===== config.mk =====
export PLATFORM = sky130hd
export DESIGN_NAME = mem_stage
export DESIGN_NICKNAME = d
export VERILOG_FILES = /design/src/rtl/riscv_cpu_pkg.sv /design/src/rtl/lsu_align.sv /design/src/rtl/mem_stage.sv
export SDC_FILE = /design/constraint.sdc
export NUM_CORES = 1
export LEC_CHECK = 0
export CORE_MARGIN = 1
export CORE_UTILIZATION = 34
export CTS_CLUSTER_DIAMETER = 200
export DETAILED_ROUTE_END_ITERATION = 16
export PLACE_DENSITY = 0.79
export SLEW_MARGIN = 20
export SYNTH_ARGS = -nofsm -noshare
export SYNTH_HDL_FRONTEND = slang
export SYNTH_SLANG_ARGS = --single-unit
export TNS_END_PERCENT = 1

===== constraint.sdc =====
create_clock -name clk_i -period 2 [get_ports clk_i]
set_input_delay 0.2 -clock clk_i [delete_from_list [all_inputs] [get_ports clk_i]]
set_output_delay 0.2 -clock clk_i [all_outputs]
set_load 0.03 [all_outputs]

===== src/rtl/riscv_cpu_pkg.sv =====
// Shared types and widths for the RISC-V pipeline: EX->MEM and MEM->WB bundles,
// load/store size encoding and the LSU handshake states.
package riscv_cpu_pkg;

  localparam int DATA_WIDTH    = 32;
  localparam int ADDR_WIDTH    = 32;
  localparam int BE_WIDTH      = DATA_WIDTH / 8;
  localparam int RF_ADDR_WIDTH = 5;

  typedef enum logic [1:0] {
    MEM_B = 2'd0,
    MEM_H = 2'd1,
    MEM_W = 2'd2
  } mem_size_e;

  typedef enum logic {
    WB_ALU = 1'b0,
    WB_MEM = 1'b1
  } wb_sel_e;

  typedef enum logic [1:0] {
    IDLE        = 2'd0,
    WAIT_GNT    = 2'd1,
    WAIT_RVALID = 2'd2
  } lsu_state_e;

  typedef struct packed {
    logic                  req;
    logic                  we;
    mem_size_e             size;
    logic                  sign_ext;
    logic [DATA_WIDTH-1:0] wdata;
  } mem_ctrl_t;

  typedef struct packed {
    logic                     rf_we;
    logic [RF_ADDR_WIDTH-1:0] rf_waddr;
    wb_sel_e                  wb_sel;
  } wb_ctrl_t;

  typedef struct packed {
    mem_ctrl_t             mem_ctrl;
    logic [DATA_WIDTH-1:0] alu_result;
    wb_ctrl_t              wb_pipeline;
  } ex2mem_t;

  typedef struct packed {
    logic                     rf_we;
    logic [RF_ADDR_WIDTH-1:0] rf_waddr;
    logic [DATA_WIDTH-1:0]    wb_data;
  } mem2wb_t;

endpackage


===== src/rtl/lsu_align.sv =====
// Combinational byte-lane steering for the LSU: byte enables, store-data lane
// replication, load-data extraction/extension and the misalignment flag.
module lsu_align
  import riscv_cpu_pkg::*;
(
  input  mem_size_e             size,
  input  logic                  sign_ext,
  input  logic [1:0]            addr_lo,
  input  logic [DATA_WIDTH-1:0] wdata,
  input  logic [DATA_WIDTH-1:0] rdata,
  output logic [BE_WIDTH-1:0]   be,
  output logic [DATA_WIDTH-1:0] wdata_rep,
  output logic [DATA_WIDTH-1:0] rdata_ext,
  output logic                  misaligned
);

  logic [DATA_WIDTH-1:0] shifted;

  assign shifted = rdata >> {addr_lo, 3'b000};

  // Lane selection and extension per access size
  always_comb begin
    be         = {BE_WIDTH{1'b0}};
    wdata_rep  = wdata;
    rdata_ext  = shifted;
    misaligned = 1'b0;
    case (size)
      MEM_B: begin
        be        = 4'b0001 << addr_lo;
        wdata_rep = {BE_WIDTH{wdata[7:0]}};
        rdata_ext = {{(DATA_WIDTH-8){sign_ext & shifted[7]}}, shifted[7:0]};
      end
      MEM_H: begin
        be         = 4'b0011 << {addr_lo[1], 1'b0};
        wdata_rep  = {(BE_WIDTH/2){wdata[15:0]}};
        rdata_ext  = {{(DATA_WIDTH-16){sign_ext & shifted[15]}}, shifted[15:0]};
        misaligned = addr_lo[0];
      end
      MEM_W: begin
        be         = 4'b1111;
        misaligned = (addr_lo != 2'b00);
      end
      default: begin
        // Unused size encoding is rejected like a misaligned access
        misaligned = 1'b1;
      end
    endcase
  end

endmodule


===== src/rtl/mem_stage.sv =====
// MEM pipeline stage: drives the req/gnt/rvalid data bus for loads and stores,
// stalls upstream while a transaction is in flight and registers the WB bundle.
module mem_stage
  import riscv_cpu_pkg::*;
(
  input  logic                  clk_i,
  input  logic                  rst_ni,
  input  ex2mem_t               mem_pipeline_i,
  output mem2wb_t               wb_pipeline_o,
  output logic                  stall_o,
  output logic                  lsu_err_o,
  output logic                  data_req_o,
  input  logic                  data_gnt_i,
  input  logic                  data_rvalid_i,
  input  logic                  data_err_i,
  output logic                  data_we_o,
  output logic [BE_WIDTH-1:0]   data_be_o,
  output logic [ADDR_WIDTH-1:0] data_addr_o,
  output logic [DATA_WIDTH-1:0] data_wdata_o,
  input  logic [DATA_WIDTH-1:0] data_rdata_i
);

  mem_ctrl_t             ctrl;
  wb_ctrl_t              wbc;
  logic [DATA_WIDTH-1:0] alu;
  lsu_state_e            state_q, state_d;
  mem2wb_t               wb_q, wb_d;
  logic                  err_q, err_d;
  logic                  misaligned, aligned_op, complete;
  logic [DATA_WIDTH-1:0] load_data;

  assign ctrl = mem_pipeline_i.mem_ctrl;
  assign wbc  = mem_pipeline_i.wb_pipeline;
  assign alu  = mem_pipeline_i.alu_result;

  lsu_align u_align (
    .size      (ctrl.size),
    .sign_ext  (ctrl.sign_ext),
    .addr_lo   (alu[1:0]),
    .wdata     (ctrl.wdata),
    .rdata     (data_rdata_i),
    .be        (data_be_o),
    .wdata_rep (data_wdata_o),
    .rdata_ext (load_data),
    .misaligned(misaligned)
  );

  // Bus fields come straight from the held EX bundle, so they stay stable in WAIT_GNT
  assign data_addr_o = {alu[ADDR_WIDTH-1:2], 2'b00};
  assign data_we_o   = ctrl.we;
  assign aligned_op  = ctrl.req & ~misaligned;
  assign stall_o     = aligned_op & ~complete;

  // Handshake FSM next state and bus request
  always_comb begin
    state_d    = state_q;
    data_req_o = 1'b0;
    complete   = 1'b0;
    case (state_q)
      IDLE: begin
        if (aligned_op) begin
          data_req_o = 1'b1;
          state_d    = data_gnt_i ? WAIT_RVALID : WAIT_GNT;
        end else begin
          state_d = IDLE;
        end
      end
      WAIT_GNT: begin
        data_req_o = 1'b1;
        if (data_gnt_i) begin
          state_d = WAIT_RVALID;
        end else begin
          state_d = WAIT_GNT;
        end
      end
      WAIT_RVALID: begin
        if (data_rvalid_i) begin
          complete = 1'b1;
          state_d  = IDLE;
        end else begin
          state_d = WAIT_RVALID;
        end
      end
      default: state_d = IDLE;
    endcase
  end

  // Next WB bundle and error pulse
  always_comb begin
    wb_d  = '0;
    err_d = 1'b0;
    if (complete) begin
      wb_d.rf_waddr = wbc.rf_waddr;
      if (data_err_i) begin
        err_d = 1'b1;
      end else if (!ctrl.we) begin
        wb_d.rf_we   = wbc.rf_we;
        wb_d.wb_data = (wbc.wb_sel == WB_MEM) ? load_data : alu;
      end else begin
        wb_d.rf_we = 1'b0;
      end
    end else if (stall_o) begin
      wb_d = '0;
    end else if (ctrl.req) begin
      // Only a misaligned access reaches here: no bus cycle, write suppressed
      err_d = 1'b1;
    end else begin
      wb_d.rf_we    = wbc.rf_we;
      wb_d.rf_waddr = wbc.rf_waddr;
      wb_d.wb_data  = alu;
    end
  end

  // State and output registers
  always_ff @(posedge clk_i or negedge rst_ni) begin
    if (!rst_ni) begin
      state_q <= IDLE;
      wb_q    <= '0;
      err_q   <= 1'b0;
    end else begin
      state_q <= state_d;
      wb_q    <= wb_d;
      err_q   <= err_d;
    end
  end

  assign wb_pipeline_o = wb_q;
  assign lsu_err_o     = err_q;

endmodule


==> results.ini, run 1 <==
[run_status]
run_status = completed

[critical_path]
worstSetupEndpointType = output port
wp_data_required_ns = 1.80
timing.critical_path.from = mem_pipeline_i[73]
start_to_end_type_of_the_worst_setup_path = in2out
timing.critical_path.from_type = input pin
critical_path_fanouts_max = 17
critPathArrivalTime_ns = 1.67
timing.rr.start = state_q[0]$_DFF_PN0_

[cells_and_area]
multiInputGateArea_mm2 = 0.00145
area_growth_syn_to_layout_pct = 76.0
antenna_cells = 0
final-seq-area_mm2 = 0.00103
layout.filler_cells = 690
final_cell_count_no_fill = 597
fraction_of_final_layout_cells_with_drive_strength_greater_than_1 = 0.154
final_nets = 604

[logic_synthesis]
count_of_different_cell_masters_after_synthesis = 39
postSynth.asyncResetShare = 1.00
synth-edff-count = 0
synth.avg_cell_area_um2 = 9.63
yosys.area_share.simple = 0.133
ys.warnings.count = 0
largest_family_of_logic_cells_by_synthesized_area = multiplexers
post_synth_mux_area_share = 0.187
synth.top_cells.by_area = sky130_fd_sc_hd__dfrtp_1 36%, sky130_fd_sc_hd__buf_4 11%, sky130_fd_sc_hd__mux2i_1 10%
synth_xor_xnor_area_share = 0
yosys.area.top_type_share = 0.356
synth_seq_cells = 41
synth_top_cell_by_area = sky130_fd_sc_hd__dfrtp_1
synth_top_flop_cell = sky130_fd_sc_hd__dfrtp_1
synth_seq_area_share = 0.356
post_synthesis_compound_gate_area_fraction = 0.175
mappedNetlistArea_mm2 = 0.00288
syn_inst = 299
synth_fa_ha_area_frac = 0

[place]
numPortBuffers = 220
dp.final_hpwl_mm = 8.08
place.gp.congestion = 0.907
place.detailed.instances = 588

[clock_network]
cts.sink_count = 41
clk_path_buf_depth = 2
cts_tree = done
total_clock_buffers_created_by_cts = 5
clock_transition_at_the_registers_of_the_reported_paths_ns = 0.08
max_h_tree_level = 2
worstSkewPairLatency_ns = 0.28
root_buffer = sky130_fd_sc_hd__clkbuf_8

[global_routing]
grt_pass1_vias = 2957
grt_first_pass_wirelength_mm = 14.9
grt_antenna_before_repair = 0
gr-total-overflow = 0
grt_start_max_net_pins = 42
groute.usage.overall = 0.222

[pwr]
power-per-cell-area_mw_per_mm2 = 525
p_leak_uw = 0.00226
worst_ir_drop_vdd_uv = 240

[detailed_routing]
number_of_violations_reported_at_the_end_of_detailed_routing_iteration_0 = 85
drt_drc_violations_left = 0
routed_wirelength_mm = 9.92
vias = 2932
drt_pre_antenna_iters = 4
via_per_inst = 4.91
ant_nets = 0
routed_wire_length_per_instance_um = 16.6

[timing]
fin_skew_ns = 0.00660
period_share = 0.936
timing.final.setup_violations = 0
final-max-slew-violation-count = 0
finalHoldViolations = 0
rsz0062_at_grt = no
max_clock_freq_ghz = 0.534
timing.setup.tns_ns = 0
final_critical_period_ns = 1.87

[floorplanning]
io_pins = 223
number_of_rows_in_the_core_area = 33
die_y_um = 94.0
placeableCoreArea_mm2 = 0.00822
die_area_mm2 = 0.00884
die_width_um = 94.0
effective_utilization_at_floorplan = 0.350

[hold_path]
path_type_of_the_worst_min_delay_path = in2async

[flow_run]
max_cap_viol_count = 0

metal layers:
layer  global-route usage  wire (µm)  part of all wire
met2                0.429       5320              0.54
met4               0.0590        142             0.014
met1                0.238       3590              0.36
met5                    0          0                 0
met3               0.0526        869             0.088
synthesized netlist by cell type (4+ instances only):
library cell,number
sky130_fd_sc_hd__nor2b_1,4
sky130_fd_sc_hd__mux2i_1,29
sky130_fd_sc_hd__a21oi_1,7
sky130_fd_sc_hd__a22o_1,7
sky130_fd_sc_hd__o21ai_0,16
sky130_fd_sc_hd__buf_4,44
sky130_fd_sc_hd__nand2_1,44
sky130_fd_sc_hd__and2_1,5
sky130_fd_sc_hd__dfrtp_1,41
sky130_fd_sc_hd__buf_2,8
sky130_fd_sc_hd__a22oi_1,22
sky130_fd_sc_hd__nor2_1,7
sky130_fd_sc_hd__mux2_2,22
sky130_fd_sc_hd__o2bb2ai_1,8
through the flow:
stage	setup slack (ns)	power, µW	cell area (µm²)	hold slack [ns]	utilization
3_3_place_gp	-0.105	2160	4990	0.192	0.607
3_5_place_dp	-0.126	2170	4990	0.189	0.607
6_report	0.128	2660	5070	0.408	0.617
4_1_cts	0.0288	2690	5060	0.411	0.616
5_1_grt	0.00236	2790	5070	0.439	0.617
2_1_floorplan	0.394	1580	2880	-0.0956	-
cells by family (layout without fill, tap and decap cells):
| logic type | count (synthesis) | after routing |
|---|---|---|
| AND/OR/NAND/NOR | 75 | 75 |
| AO/OA/AOI/OAI | 69 | 69 |
| buffers and inverters | 62 | 254 |
| multiplexers | 51 | 51 |
| flip-flops | 41 | 41 |
| other | 1 | 2 |
registers in the layout, indices dropped and copies added (netlist names):
name           cells
wb_pipeline_o     38
lsu_err_o          1
state_q            2
cells in the final DEF (no fill, tap or decap), types with 3 or more instances in the layout:
master | Yosys | layout
sky130_fd_sc_hd__mux2i_1 | 29 | 28
sky130_fd_sc_hd__inv_1 | 3 | 3
sky130_fd_sc_hd__dfrtp_1 | 41 | 41
sky130_fd_sc_hd__clkbuf_8 | 0 | 5
sky130_fd_sc_hd__a21oi_1 | 7 | 7
sky130_fd_sc_hd__a22o_1 | 7 | 7
sky130_fd_sc_hd__buf_4 | 44 | 32
sky130_fd_sc_hd__o2bb2ai_1 | 8 | 8
sky130_fd_sc_hd__clkdlybuf4s50_1 | 0 | 187
sky130_fd_sc_hd__and2_1 | 5 | 5
sky130_fd_sc_hd__mux2_2 | 22 | 22
sky130_fd_sc_hd__a22oi_1 | 22 | 22
sky130_fd_sc_hd__dlygate4sd2_1 | 0 | 16
sky130_fd_sc_hd__nor2b_1 | 4 | 4
sky130_fd_sc_hd__nor2_1 | 7 | 7
sky130_fd_sc_hd__buf_12 | 0 | 4
sky130_fd_sc_hd__o21ai_0 | 16 | 16
sky130_fd_sc_hd__nand2_1 | 44 | 44
repair_timing:
item	4_1_cts	5_1_grt
setup buffers	0	0
hold buffers	1	0
resized for setup	16	1
endpoints found under the hold margin	41	0
setup endpoints to repair	16	1
path summary, 6_finish.rpt:
kind | endpoint | slack (ns) | cells past startpoint
max in group asynchronous | wb_pipeline_o[6]$_DFF_PN0_ | 1.37 | 3
worst max register to register | wb_pipeline_o[14]$_DFF_PN0_ | 0.42 | 4
worst min register to register | state_q[0]$_DFF_PN0_ | 0.58 | 1
min in group clk_i | wb_pipeline_o[1]$_DFF_PN0_ | 0.45 | 3
worst max-delay path | data_wdata_o[20] | 0.13 | 4
worst min-delay path | wb_pipeline_o[30]$_DFF_PN0_ | 0.41 | 3
area by class of cell:
cell class | count | area share
Clock buffer | 5 | 0.0136
Clock inverter | 3 | 0.00346
Inverter | 3 | 0.00222
Multi-Input combinational cell | 197 | 0.286
Sequential cell | 41 | 0.203
Tap cell | 105 | 0.0259
Timing Repair Buffer | 243 | 0.467
worst max-delay path, stage by stage:
cell and delay (ns):
sky130_fd_sc_hd__clkdlybuf4s50_1 0.52, sky130_fd_sc_hd__buf_4 0.24, sky130_fd_sc_hd__mux2_2 0.35, sky130_fd_sc_hd__dlygate4sd2_1 0.36
where the power goes:
part / internal [µW] / switching, µW / total (µW)
Sequential: 890 / 22.3 / 912
Clock: 241 / 284 / 525
Combinational: 581 / 640 / 1220
Total: 1710 / 946 / 2660
(Power assumes the default switching activity.)
==> inputs of run 2 (changes only) <==
- RECOVER_POWER: not set -> 100
- SLEW_MARGIN: 20 -> 10
==> results.ini, run 2 (same netlist as run 1, synthesis figures left out) <==
[place]
place.gp.congestion = 0.907
dp.final_hpwl_mm = 8.08
placed_area_mm2 = 0.00499
numPortBuffers = 220

[clock_network]
total_clock_buffers_created_by_cts = 5
max_h_tree_level = 2
cts_tree = done
clock_transition_at_the_registers_of_the_reported_paths_ns = 0.08
cts.sink_count = 41
clk_path_buf_depth = 2
root_buffer = sky130_fd_sc_hd__clkbuf_8
worstSkewPairLatency_ns = 0.28

[timing]
hold-worst-slack_ns = 0.449
final-max-slew-violation-count = 0
finalHoldViolations = 0
period_share = 0.946
fin_skew_ns = 0.00756
max_clock_freq_ghz = 0.529
tightestPinTransition_ns = 1.03
timing.final.setup_violations = 0
final_critical_period_ns = 1.89
rsz0062_at_grt = no
relSlewSlack = 0.314

[cells_and_area]
mostFrequentLayoutCells = 109 x sky130_fd_sc_hd__clkdlybuf4s50_1, 79 x sky130_fd_sc_hd__dlygate4sd3_1, 44 x sky130_fd_sc_hd__nand2_1
largest_register_ffs = 38
fraction_of_final_layout_cells_with_drive_strength_greater_than_1 = 0.132
area_growth_syn_to_layout_pct = 73.5
final_cell_area_mm2 = 0.00500
antenna_cells = 0
mostFrequentLayoutCell = sky130_fd_sc_hd__clkdlybuf4s50_1
final_nets = 604

[global_routing]
grt_start_max_net_pins = 42
grt_pass1_vias = 2957
gr-total-overflow = 0
groute.usage.overall = 0.222
grt_antenna_before_repair = 0
grt_first_pass_wirelength_mm = 14.9

[detailed_routing]
number_of_violations_reported_at_the_end_of_detailed_routing_iteration_0 = 83
ant_nets = 0
routed_wire_length_per_instance_um = 16.5
drt_drc_violations_left = 0
drt_pre_antenna_iters = 5
routed_wirelength_mm = 9.85
vias = 2913
via_per_inst = 4.88

[run_status]
run_status = completed

[critical_path]
buffer_and_inverter_count_on_the_worst_path = 3
timing.critical_path.cells = clkdlybuf4s50_1, nor2_1, buf_12, mux2_2, dlygate4sd2_1
critical_path_fanouts_max = 9
worstSetupEndpointType = output port
wp_data_required_ns = 1.80
critPathArrivalTime_ns = 1.69
cp_top_family = buffers and inverters
timing.critical_path.from_type = input pin
critical_path.slowest_cell = sky130_fd_sc_hd__clkdlybuf4s50_1
start_to_end_type_of_the_worst_setup_path = in2out
critical_path_max_stage_delay_ns = 0.45

[floorplanning]
die_width_um = 94.0
placeableCoreArea_mm2 = 0.00822
io_pins = 223
die_area_mm2 = 0.00884
die_y_um = 94.0
number_of_rows_in_the_core_area = 33
effective_utilization_at_floorplan = 0.350

[hold_path]
path_type_of_the_worst_min_delay_path = in2reg

[pwr]
net-switching-power_uw = 937
combinationalPowerShare = 0.447
power-per-cell-area_mw_per_mm2 = 519
sequentialPowerShare = 0.351
cell_internal_pwr_uw = 1650
power.share.clock = 0.202
p_leak_uw = 0.00230
total_power_uw = 2590
worst_ir_drop_vdd_uv = 239
sw_frac_of_total = 0.362

[flow_run]
max_cap_viol_count = 0

## run 2: cell types whose count changed in the layout (fill, tap and decap cells not counted), moves of 5 or more
cell,previous run,this run
sky130_fd_sc_hd__buf_4,32,18
sky130_fd_sc_hd__dlygate4sd3_1,1,79
sky130_fd_sc_hd__clkbuf_2,0,5
sky130_fd_sc_hd__clkdlybuf4s50_1,187,109
sky130_fd_sc_hd__clkbuf_1,0,9
## run 2: final cells by class
class                      instances  area, µm²
fill                             705       3220
timing repair buffer             243       2300
multi-input combinational        197       1440
sequential                        41       1030
tap                              105        131
clock buffer                       5       68.8
clock inverter                     3       17.5
inverter                           3       11.3
## run 2: routing by layer
metal / up-vias / wire [µm] / global-route usage
met2: 160 / 5260 / 0.429
met5: - / 0 / 0
met4: 0 / 142 / 0.0590
met1: 1334 / 3580 / 0.238
li1: 1411 / - / -
met3: 8 / 871 / 0.0526
## run 2: repair_timing
action | in CTS | in global routing
cloned | 0 | 0
hold endpoints to repair | 41 | 0
buffers inserted | 0 | 0
hold buffers | 1 | 0
gates resized for setup | 16 | 1
setup endpoints to repair | 16 | 1
## run 2: worst paths after layout
| path | from | endpoint | slack (ns) | depth (start not counted) |
|---|---|---|---|---|
| worst max-delay path | mem_pipeline_i[73] | data_wdata_o[13] | 0.11 | 5 |
| worst min-delay path | mem_pipeline_i[7] | wb_pipeline_o[1]$_DFF_PN0_ | 0.45 | 3 |
| worst max register to register | state_q[0]$_DFF_PN0_ | wb_pipeline_o[29]$_DFF_PN0_ | 0.40 | 5 |
| worst min register to register | state_q[1]$_DFF_PN0_ | state_q[0]$_DFF_PN0_ | 0.58 | 1 |
| max in group asynchronous | rst_ni | wb_pipeline_o[6]$_DFF_PN0_ | 0.65 | 3 |
| min in group asynchronous | rst_ni | wb_pipeline_o[30]$_DFF_PN0_ | 0.70 | 3 |
## run 2: power groups by stage
stage                     Combinational, µW  Sequential (µW)  Clock (µW)
final                                  1160              909         524
after global placement                 1230              927           0
after global routing                   1230              916         581
after CTS                              1230              912         547
after floorplan                         535             1050           0
after detailed placement               1240              929           0
## run 2: stage by stage
| stage | setup TNS (ns) | setup slack [ns] | utilization | cells |
|---|---|---|---|---|
| 6_report | 0 | 0.108 | 0.608 | 597 |
| 5_1_grt | 0 | 0.00120 | 0.608 | 597 |
| 4_1_cts | 0 | 0.0288 | 0.616 | 597 |
| 3_5_place_dp | -2.03 | -0.126 | 0.607 | 588 |
| 3_3_place_gp | -1.34 | -0.105 | 0.607 | 588 |
| 2_1_floorplan | 0 | 0.394 | - | 300 |
## run 2: tightest hold or removal path, delay by kind of cell
| kind | cells | cell delay, ns |
|---|---|---|
| AO/OA/AOI/OAI | 1 | 0.09 |
| buffers and inverters | 1 | 0.21 |
| multiplexers | 1 | 0.19 |
